File: src/rtl/note_source_pkg.sv
// note_source_pkg: widths, default beat length, FSM state type and the
// silence code shared by note_source and note_phase_acc.
package note_source_pkg;

  localparam int PHASE_W          = 20;
  localparam int SAMPLE_W         = 16;
  localparam int DUR_W            = 6;
  localparam int BEAT_SAMPLES_DEF = 4;

  localparam logic [SAMPLE_W-1:0] SILENCE = 16'h0000;

  typedef enum logic [1:0] {
    IDLE = 2'd0,
    PLAY = 2'd1,
    DONE = 2'd2
  } state_t;

endpackage

File: src/rtl/note_phase_acc.sv
// note_phase_acc: 20-bit phase accumulator plus registered wave shaping.
// Build option NOTE_SOURCE_SQUARE_EN swaps the triangle shaper for a
// +/-16384 square wave; timing is identical either way.
module note_phase_acc
  import note_source_pkg::*;
(
  input  logic                clk,
  input  logic                reset,
  input  logic                clear,    // new note: phase back to zero
  input  logic                advance,  // step the phase and emit a shaped sample
  input  logic                answer,   // request that does not advance: emit silence
  input  logic [PHASE_W-1:0]  step,
  output logic [SAMPLE_W-1:0] sample
);

  logic [PHASE_W-1:0] phase;
  logic [PHASE_W-1:0] phase_next;

  // Wraps mod 2^20 by width truncation.
  assign phase_next = phase + step;

`ifdef NOTE_SOURCE_SQUARE_EN
  function automatic logic [SAMPLE_W-1:0] shape(input logic [PHASE_W-1:0] ph);
    return ph[PHASE_W-1] ? 16'hC000 : 16'h4000;
  endfunction
`else
  // Fold the upper half of the cycle back down, then flip the MSB so the
  // unsigned ramp lands on the signed -32768..32767 range.
  function automatic logic [SAMPLE_W-1:0] shape(input logic [PHASE_W-1:0] ph);
    logic [SAMPLE_W-1:0] t;
    t = ph[PHASE_W-1] ? ~ph[PHASE_W-2:3] : ph[PHASE_W-2:3];
    return t ^ 16'h8000;
  endfunction
`endif

  // Phase register and sample register; sample is shaped from the
  // post-increment phase so the first sample of a note is shape(step).
  always_ff @(posedge clk) begin
    if (reset) begin
      phase  <= '0;
      sample <= SILENCE;
    end else begin
      if (clear)
        phase <= '0;
      else if (advance)
        phase <= phase_next;

      if (advance)
        sample <= shape(phase_next);
      else if (answer)
        sample <= SILENCE;
    end
  end

endmodule

File: src/rtl/note_source.sv
// note_source: one-note-at-a-time sample source. Holds the IDLE/PLAY/DONE
// FSM, the beat divider (BEAT_SAMPLES requests per beat), the beat counter
// and the output strobes. Optional macro: NOTE_SOURCE_SQUARE_EN (square
// wave instead of triangle, handled inside note_phase_acc).
module note_source
  import note_source_pkg::*;
#(
  parameter int BEAT_SAMPLES = BEAT_SAMPLES_DEF
) (
  input  logic                clk,
  input  logic                reset,
  input  logic                load_note,
  input  logic [PHASE_W-1:0]  note_step,
  input  logic [DUR_W-1:0]    note_duration_in,
  input  logic                play_enable,
  input  logic                generate_next_sample,
  output logic                note_ready,
  output logic [DUR_W-1:0]    note_duration,
  output logic [SAMPLE_W-1:0] sample,
  output logic                new_sample_ready,
  output logic                done_with_note,
  output logic                note_active
);

  localparam int DIV_W = (BEAT_SAMPLES < 2) ? 1 : $clog2(BEAT_SAMPLES + 1);
  localparam logic [DIV_W-1:0] DIV_TOP = DIV_W'(BEAT_SAMPLES);

  state_t             state;
  logic [PHASE_W-1:0] step_q;
  logic [DIV_W-1:0]   div;
  logic [DUR_W-1:0]   beat;

  logic               accept;
  logic               advance;
  logic [DIV_W-1:0]   div_inc;
  logic [DUR_W-1:0]   beat_inc;

  assign accept   = (state == IDLE) && load_note;
  assign advance  = (state == PLAY) && generate_next_sample && play_enable;
  assign div_inc  = div + 1'b1;
  assign beat_inc = beat + 1'b1;

  // Every request is answered one cycle later, advancing or not.
  always_ff @(posedge clk) begin
    if (reset)
      new_sample_ready <= 1'b0;
    else
      new_sample_ready <= generate_next_sample;
  end

  // Note FSM with registered status outputs, beat divider and beat counter.
  always_ff @(posedge clk) begin
    if (reset) begin
      state          <= IDLE;
      step_q         <= '0;
      note_duration  <= '0;
      div            <= '0;
      beat           <= '0;
      note_ready     <= 1'b1;
      note_active    <= 1'b0;
      done_with_note <= 1'b0;
    end else begin
      case (state)
        IDLE: begin
          done_with_note <= 1'b0;
          if (load_note) begin
            step_q        <= note_step;
            note_duration <= note_duration_in;
            div           <= '0;
            beat          <= '0;
            note_ready    <= 1'b0;
            if (note_duration_in == '0) begin
              // Zero-length note: straight to the end-of-note pulse.
              state          <= DONE;
              done_with_note <= 1'b1;
            end else begin
              state       <= PLAY;
              note_active <= 1'b1;
            end
          end
        end
        PLAY: begin
          if (advance) begin
            if (div_inc == DIV_TOP) begin
              div  <= '0;
              beat <= beat_inc;
              if (beat_inc == note_duration) begin
                state          <= DONE;
                note_active    <= 1'b0;
                done_with_note <= 1'b1;
              end
            end else begin
              div <= div_inc;
            end
          end
        end
        DONE: begin
          state          <= IDLE;
          done_with_note <= 1'b0;
          note_ready     <= 1'b1;
        end
        default: begin
          state          <= IDLE;
          note_ready     <= 1'b1;
          note_active    <= 1'b0;
          done_with_note <= 1'b0;
        end
      endcase
    end
  end

  note_phase_acc u_acc (
    .clk     (clk),
    .reset   (reset),
    .clear   (accept),
    .advance (advance),
    .answer  (generate_next_sample),
    .step    (step_q),
    .sample  (sample)
  );

endmodule

File: config.mk
export PLATFORM = sky130hd
export DESIGN_NAME = note_source
export DESIGN_NICKNAME = d
export VERILOG_FILES = /design/src/rtl/note_source_pkg.sv /design/src/rtl/note_phase_acc.sv /design/src/rtl/note_source.sv
export SDC_FILE = /design/constraint.sdc
export NUM_CORES = 1
export LEC_CHECK = 0
export ABC_CLOCK_PERIOD_IN_PS = 4200
export CORE_ASPECT_RATIO = 2
export CORE_MARGIN = 2
export CORE_UTILIZATION = 45
export CTS_BUF_LIST = sky130_fd_sc_hd__clkbuf_16
export CTS_CLUSTER_SIZE = 8
export DETAILED_ROUTE_END_ITERATION = 16
export PLACE_DENSITY = 0.77
export SLEW_MARGIN = 0
export SYNTH_ARGS = -nofsm -noshare
export SYNTH_HDL_FRONTEND = slang
export SYNTH_SLANG_ARGS = --single-unit
File: constraint.sdc
create_clock -name clk -period 4.2 [get_ports clk]
set_clock_uncertainty 0.1 [all_clocks]
set_input_delay 1.26 -clock clk [delete_from_list [all_inputs] [get_ports clk]]
set_output_delay 1.26 -clock clk [all_outputs]
set_load 0.005 [all_outputs]
* Yosys cells after proc, flatten, opt, wreduce, memory -nomap -nowiden
Cells that the tools add are included.
W data, S select, Z words.
** Cells by class
- Mux-type cells :: 31
- Reduce and logical (&&, ||, !) cells :: 15
- Equality and inequality tests :: 9
- Bitwise logic cells :: 4
- Add/subtract/negate cells :: 3
** Operator list (count)
- $mux W16 :: 3
- $add A20 B20 Y20 :: 1
- $mux W6 :: 3
- $not A16 Y16 :: 1
- $pmux W6 S2 :: 1
- $mux W1 :: 11
- $mux W2 :: 5
- $mux W3 :: 3
- $reduce_and A4 Y1 :: 2
- $add A6 B1 Y6 const B :: 1
- $eq A6 B6 Y1 :: 1
- $logic_not A6 Y1 :: 1
- $ne A2 B2 Y1 const B :: 3
- $pmux W3 S2 :: 1
- $reduce_and A3 Y1 :: 2
- $reduce_and A6 Y1 :: 1
- $ne A2 B1 Y1 const B :: 2
- $pmux W1 S2 :: 2
- $pmux W2 S2 :: 1
- $reduce_and A2 Y1 :: 2
- $reduce_bool A2 Y1 :: 2
- $add A3 B1 Y3 const B :: 1
- $eq A3 B3 Y1 const B :: 1
- $logic_and A1 B1 Y1 :: 3
- other kinds (6) :: 8
** Word-level totals
- Logic and storage cells :: 73
- Output and inout port bits :: 26
- Input port bits :: 31
- Register bits after elaboration :: 77

* Logic depth before layout (Yosys ltp)
Gate-level depths: netlist of the first run.
- Depth in word-level cells :: 6
- Mapped depth :: 12
- Depth with buffers taken out :: 11

* Modules after synthesis
From an unflattened synthesis of the first run, not the netlist that was laid out.
** Second synthesis, totals
- Cells, all modules :: 509
- Area, all modules :: 4380.5 um^2
** By module, submodules not included
- note_phase_acc :: instances 1, cells an instance 293, sequential area each 720.7 um^2, area each 2617.5 um^2
- note_source :: instances 1, cells an instance 216, sequential area each 820.8 um^2, area each 1762.9 um^2

* Least setup slack after synthesis of the first run
No wires, ideal clock.
- Path type :: input to register
- From :: in load_note
- To :: reg beat[2]
- Required time :: 4.030 ns
- Setup time :: 0.070 ns
- Path buffers :: 1
- Path slack :: 1.637 ns
- Arrival time :: 2.392 ns
- Stages on the path :: 6
- Cell sequence :: and2_1 clkbuf_1 nor2_1 or2_2 or4_1 a21oi_1
** Between the ends
- Word-level cells in the longest chain between the ends :: 2
** Ends and longest elaborated chain
- from (decl) :: line note_source.sv:12 : input logic load_note,
- $ne A2 B2 Y1 (no source line)
- $reduce_and A4 Y1 (no source line)
- to (signal assigned) :: line note_source.sv:86 : beat <= beat_inc;
- to (decl) :: line note_source.sv:31 : logic [DUR_W-1:0] beat;
No other way between the ends.
A chain may end at the register's enable or synchronous reset.

* Final worst setup path of the first run
- From :: reg step_q[16]
- To :: reg u_acc.sample[12]
** Between the ends
- Word-level cells in the longest chain between the ends :: 3
** Ends and longest elaborated chain
- from (decl) :: line note_source.sv:29 : logic [PHASE_W-1:0] step_q;
- from (signal assigned) :: line note_source.sv:67 : step_q <= note_step;
- $add A20 B20 Y20 :: line note_phase_acc.sv:20 : assign phase_next = phase + step;
- $mux W16 :: line note_phase_acc.sv:31 : t = ph[PHASE_W-1] ? ~ph[PHASE_W-2:3] : ph[PHASE_W-2:3];
- $mux W16 :: line note_phase_acc.sv:48 : if (advance)
- to (signal assigned) :: line note_phase_acc.sv:49 : sample <= shape(phase_next);
- to (decl) :: line note_phase_acc.sv:13 : output logic [SAMPLE_W-1:0] sample
No other way between the ends.

==> results.json, run 1 <==
{
  "grt_pass1_wl_um": 16000,
  "viasPerCell": 5.58,
  "worstSetupPathType": "reg2reg",
  "num_rows": 48,
  "place_congestion": 0.911,
  "fin_crit_ns": 2.98,
  "hold_class": "reg2reg",
  "p_int_mw": 1.25,
  "required_ns": 4.33,
  "die_area_mm2": 0.00976,
  "fin_tns_setup_ns": 0,
  "setup-violations-final": 0,
  "grt_max_degree": 31,
  "tightestPinTransition_ns": 1.12,
  "grt_usage_pct": 20.7,
  "yosys_warnings": 0,
  "dp.cells": 636,
  "clock_sinks": 77,
  "wirelength_um": 9660,
  "cp-start-kind": "flip-flop",
  "fin_crit_sh_pct": 70.9,
  "final_core_util_pct": 56.6,
  "syn_area_mm2": 0.00403,
  "ant_nets": 0,
  "first_pass_iters": 5,
  "relSlewSlack_pct": 25.4,
  "finalNetCount": 601,
  "arrival_ns": 3.10,
  "ys_seq_area_share_pct": 38.3,
  "worstSkewPairLatency_ns": 0.34,
  "numCtsBuffers": 9,
  "htreeDepth": 3,
  "r2r_start": "step_q[16]$_SDFFE_PP0P_",
  "layout.cells.non_filler": 652,
  "slew_violations": 0,
  "clockRootBuffer": "clkbuf_16",
  "peakVddDrop_mv": 0.301,
  "syn_inst": 499,
  "dp_slack_ns": 0.957,
  "rsz0062_at_grt": "no",
  "cts_setup_buffers": 0,
  "switchingPower_mw": 0.442,
  "drt_iter0_drc": 184,
  "antenna_found_initial": 0,
  "synth-seq-cells": 77,
  "power.total_mw": 1.70,
  "r2r_setup_slack_ns": 1.22,
  "overflow": 0,
  "cellPowerDensity_mw_per_mm2": 346,
  "syn_to_final_growth_pct": 21.7,
  "num_io_pins": 57,
  "async_reset_ff_share_pct": 0,
  "yosysTopAreaCell": "dfxtp_1",
  "max_freq_mhz": 336,
  "pwr-share-comb_pct": 14.0,
  "core_mm2": 0.00865,
  "leakage_nw": 1.97,
  "synth_top_cell_area_share_pct": 38.3,
  "initial_utilization_pct": 46.5,
  "hold-path-cell-count": 2,
  "dpl_cell_area_mm2": 0.00464,
  "min_to": "step_q[6]$_SDFFE_PP0P_",
  "syn_avg_cell_area_um2": 8.07,
  "setup_slack_ns": 1.22,
  "hold_viol": 0,
  "io_buffers": 56,
  "path_max_fanout": 16,
  "outcome": "finished clean",
  "die_h_um": 138,
  "dieWidth_um": 70.9,
  "synth_cell_types": 54,
  "diodes": 0,
  "cts_tree": "yes",
  "grt_pass1_vias": 3546,
  "dp_hpwl_um": 7380,
  "drive_gt1_share_pct": 5.07,
  "seq_power_share_pct": 45.9,
  "timing.rr.end": "u_acc.sample[12]$_SDFFE_PP0P_",
  "switching_share_pct": 26.1,
  "reg2reg_depth": 9,
  "vias": 3637,
  "routedWlPerCell_um": 14.8,
  "finalInstanceArea_mm2": 0.00490,
  "p_clk_share_pct": 40.1,
  "clk_pin_slew_ns": 0.06,
  "maxCapViolations": 0,
  "synth.area.top_cells": "dfxtp_1 (38%), nand2_1 (9.7%), a21oi_1 (8.8%)",
  "cts_hold_buf": 0,
  "synthFlopType": "dfxtp_1",
  "cts_buffer_depth": 2,
  "worstSetupEndpointType": "flip-flop",
  "drc_errors": 0,
  "cts_resized": 0,
  "synth_edf_count": 0,
  "synth_fp_nets": 553,
  "hold_ws_ns": 0.360,
  "hp-start": "step_q[6]$_SDFFE_PP0P_"
}
==> layer usage <==
layer  part of all wire, %  GRT usage [%]
met5                     0              0
met4                   3.1           10.2
met3                   4.2           3.95
met2                    55           39.0
met1                    38           21.4
==> critical path, cell delays in order (launching register included) <==
cell	delay (ns)
dfxtp_1	0.32
ha_1	0.44
a21oi_2	0.12
o21ai_1	0.38
nor2_1	0.09
mux2i_1	0.13
o311ai_0	0.12
or3_1	0.66
xor2_1	0.28
a22o_1	0.22
==> how the worst max path moves through the flow <==
stage / startpoint / to / slack, ns / depth (start not counted)
after detailed placement: reset / u_acc.sample[3]$_SDFFE_PP0P_ / 0.96 / 3
after CTS: step_q[16]$_SDFFE_PP0P_ / u_acc.sample[12]$_SDFFE_PP0P_ / 1.25 / 9
after floorplan: load_note / beat[2]$_SDFFE_PP0P_ / 1.64 / 6
after global placement: generate_next_sample / beat[2]$_SDFFE_PP0P_ / 1.04 / 6
final: step_q[16]$_SDFFE_PP0P_ / u_acc.sample[12]$_SDFFE_PP0P_ / 1.22 / 9
after global routing: step_q[16]$_SDFFE_PP0P_ / u_acc.sample[12]$_SDFFE_PP0P_ / 1.08 / 9
==> area by class of cell <==
class                           instances  area [µm²]
Fill cell                             820        3750
Multi-Input combinational cell        389        2330
Sequential cell                        77        1540
Timing Repair Buffer                   64         621
Clock buffer                            9         225
Tap cell                              100         125
Clock inverter                          7        32.5
Inverter                                6        22.5
==> state kept, by name, indices dropped and copies added (netlist names) <==
register,flops
beat,6
div,3
done_with_note,1
new_sample_ready,1
note_active,1
note_duration,6
note_ready,1
state,2
step_q,20
u_acc.phase,20
u_acc.sample,16
==> layout by cell type, fill, tap and decap left out, drive strengths merged, types with 3 or more instances in the layout <==
master and count:
nand2 104, nand3 10, nor2 36, a21oi 74, nor3 8, clkinv 6, inv 6, nor2b 5
dfxtp 77, xnor2 18, a21o 4, nand4 7, buf 8, o21bai 3, a21boi 3, nand2b 7
clkbuf 9, and3 5, ha 22, o21ai 14, a22o 15, xor2 23, clkdlybuf4s50 56
==> power by group through the flow <==
| stage | Clock [mW] | Sequential (mW) | Combinational (mW) |
|---|---|---|---|
| 4_1_cts | 0.688 | 0.778 | 0.239 |
| 6_report | 0.680 | 0.778 | 0.238 |
| 3_3_place_gp | 0 | 0.793 | 0.232 |
| 2_1_floorplan | 0 | 0.788 | 0.164 |
| 3_5_place_dp | 0 | 0.793 | 0.237 |
| 5_1_grt | 0.720 | 0.780 | 0.264 |
==> synth_stat cells, types with 2 or more instances <==
| cell | count |
|---|---|
| a211oi_1 | 2 |
| a21boi_1 | 2 |
| a21o_1 | 4 |
| a21oi_1 | 71 |
| a21oi_2 | 3 |
| a22o_1 | 15 |
| and2_1 | 2 |
| and3_1 | 5 |
| buf_2 | 2 |
| clkbuf_1 | 21 |
| dfxtp_1 | 77 |
| ha_1 | 22 |
| inv_1 | 6 |
| nand2_1 | 104 |
| nand2b_1 | 7 |
| nand3_1 | 10 |
| nand4_1 | 7 |
| nand4b_1 | 2 |
| nor2_1 | 35 |
| nor2b_1 | 5 |
| nor3_1 | 8 |
| nor4_1 | 2 |
| o211ai_1 | 2 |
| o21a_1 | 2 |
| o21ai_0 | 12 |
| o21bai_1 | 3 |
| or3_1 | 2 |
| xnor2_1 | 18 |
| xor2_1 | 23 |
==> cell families (layout without fill, tap and decap cells) <==
| logic type | Yosys count | after routing | synth area share [%] |
|---|---|---|---|
| simple gates | 195 | 195 | 21.4 |
| compound gates | 128 | 128 | 19.6 |
| mux | 2 | 2 | 0.528 |
| buf+inv | 33 | 86 | 3.82 |
| flops | 77 | 77 | 38.3 |
| fa+ha+maj | 23 | 23 | 7.34 |
| xor+xnor | 41 | 41 | 8.92 |
(Power assumes the default switching activity.)
==> run 2: changes to the inputs <==
Settings changed: ABC_CLOCK_PERIOD_IN_PS 4200 to 2700, PLACE_DENSITY 0.77 to 0.79.
Clock period 4.2 ns to 2.7 ns, I/O delays scaled along.
==> run 2 against run 1 <==
  * Total power up 71%
  * Utilization is 3.4 points higher
  * Critical path depth increased by 1
  * Clock power is 87% higher
  * Fmax increased by 12%
  * Clock-buffer cell count did not move
  * First-iteration DRC count is 29% lower
  * Sequential share of layout area down 1.7 points
  * Combinational power is 79% higher
  * Largest cell class unchanged
  * Cell count rose by 2.0%
  * Via count rose by 2.5%
  * Sequential cell count is the same
==> results.json, run 2 (same netlist as run 1, synthesis figures left out) <==
{
  "outcome": "finished clean",
  "overflow": 0,
  "place_congestion": 0.941,
  "arrival_ns": 2.79,
  "hp-start": "u_acc.sample[13]$_SDFFE_PP0P_",
  "setup_slack_ns": 0.0425,
  "cts_hold_buf": 0,
  "setup-violations-final": 0,
  "drive_gt1_share_pct": 10.4,
  "reg2reg_depth": 10,
  "finalNetCount": 614,
  "worstSetupPathType": "reg2reg",
  "max_freq_mhz": 376,
  "layout.cells.non_filler": 665,
  "diodes": 0,
  "viasPerCell": 5.61,
  "cts_buffer_depth": 2,
  "dieWidth_um": 70.9,
  "dp_hpwl_um": 7620,
  "grt_pass1_wl_um": 16700,
  "fin_crit_ns": 2.66,
  "die_h_um": 138,
  "antenna_found_initial": 0,
  "largest_registers": "step_q (20), u_acc.phase (20), u_acc.sample (16)",
  "clockRootBuffer": "clkbuf_16",
  "drc_errors": 0,
  "slew_violations": 0,
  "core_mm2": 0.00865,
  "initial_utilization_pct": 46.5,
  "met3_usage_pct": 3.80,
  "worstSkewPairLatency_ns": 0.34,
  "grt_usage_pct": 22.0,
  "leakage_nw": 2.07,
  "numCtsBuffers": 9,
  "routedWlPerCell_um": 15.3,
  "die_area_mm2": 0.00976,
  "relSlewSlack_pct": 26.0,
  "cp-start-kind": "flip-flop",
  "critPathLaunch": "step_q[7]$_SDFFE_PP0P_",
  "syn_to_final_growth_pct": 28.9,
  "required_ns": 2.83,
  "peakVddDrop_mv": 0.473,
  "worstSetupEndpointType": "flip-flop",
  "io_buffers": 56,
  "hold_viol": 0,
  "htreeDepth": 3,
  "maxCapViolations": 0,
  "fin_crit_sh_pct": 98.4,
  "grt_use_met1_pct": 21.5,
  "clk_pin_slew_ns": 0.06,
  "r2r_start": "step_q[7]$_SDFFE_PP0P_",
  "cellPowerDensity_mw_per_mm2": 560,
  "cts_tree": "yes",
  "num_rows": 48,
  "drt_iter0_drc": 130,
  "grt_max_degree": 39,
  "path_max_fanout": 8,
  "met2_usage_pct": 42.0,
  "clock_sinks": 77,
  "top_usage_layer": "met2",
  "ant_nets": 0,
  "dp_slack_ns": -0.0132,
  "tightestPinTransition_ns": 1.11,
  "final_common_cell": "nand2_1",
  "wirelength_um": 10200,
  "hold-path-cell-count": 2,
  "dp.cells": 646,
  "grt_pass1_vias": 3693,
  "final_cell_mix": "nand2_1 (104), dfxtp_1 (75), a21oi_1 (70)",
  "r2r_setup_slack_ns": 0.04,
  "num_io_pins": 57,
  "first_pass_iters": 4,
  "hold_class": "reg2reg",
  "vias": 3729
}
-- run 2: changes by cell type in the layout (fill, tap and decap cells not counted), sizes merged --
cell and delta:
clkbuf +1, bufinv +2, buf +12, clkinv -2
-- run 2: final timing paths --
path | to
worst max register to register | u_acc.sample[11]$_SDFFE_PP0P_
worst max-delay path | u_acc.sample[11]$_SDFFE_PP0P_
worst min-delay path | u_acc.sample[13]$_SDFFE_PP0P_
worst min register to register | u_acc.sample[13]$_SDFFE_PP0P_
-- run 2: cell type report --
class                   count  area (µm²)
fillers                   787        3460
multi-input cells         389        2430
flip-flops and latches     77        1540
repair buffers             77         748
clock buffers               9         225
well taps                 100         125
clock inverters             7        90.1
inverters                   6        22.5
-- run 2: what timing repair did --
item / in CTS / in global routing
gates cloned: 0 / 1
setup buffers: 1 / 1
pin swaps: 0 / 5
gates resized for setup: 1 / 18
endpoints found under the setup margin: 1 / 18
-- run 2: through the flow --
| stage | power (mW) | util, % | hold WS (ns) | TNS (ns) | instance area (µm²) |
|---|---|---|---|---|---|
| after detailed placement | 1.63 | 54.7 | 0.354 | -0.0132 | 4730 |
| after global placement | 1.62 | 54.7 | 0.341 | 0 | 4730 |
| after floorplan | 1.48 | - | 0.336 | 0 | 4030 |
| after CTS | 2.90 | 58.4 | 0.362 | 0 | 5050 |
| after global routing | 3.03 | 60.0 | 0.380 | -0.135 | 5190 |
| final | 2.91 | 60.0 | 0.358 | 0 | 5190 |
-- run 2: worst max-delay path, cell delays in order (launching register included) --
cell	delay [ns]
dfxtp_1	0.36
ha_4	0.31
and3_1	0.18
nand4_1	0.16
a21oi_4	0.22
nor2_2	0.07
and4b_1	0.19
or3_4	0.41
clkbuf_16	0.19
xor2_1	0.15
a22o_1	0.21
-- run 2: where the power goes --
part	switching, mW	internal (mW)	leakage [nW]
clock	0.463	0.803	0.153
sequential	0.0344	1.18	0.627
combinational	0.221	0.206	1.29
total	0.718	2.19	2.07
-- run 2: routing by layer --
metal  vias to the layer above  share of wire, %
li1                       1850                 -
met1                      1742                36
met2                       104                55
met3                        33               3.8
met4                         0               4.7
met5                         -                 0
==> run 3: changes to the inputs <==
Settings changed: CTS_CLUSTER_DIAMETER from default to 120.
==> results of run 3 <==
Same layout as run 2: the final DEF is identical, and so are final timing and power.
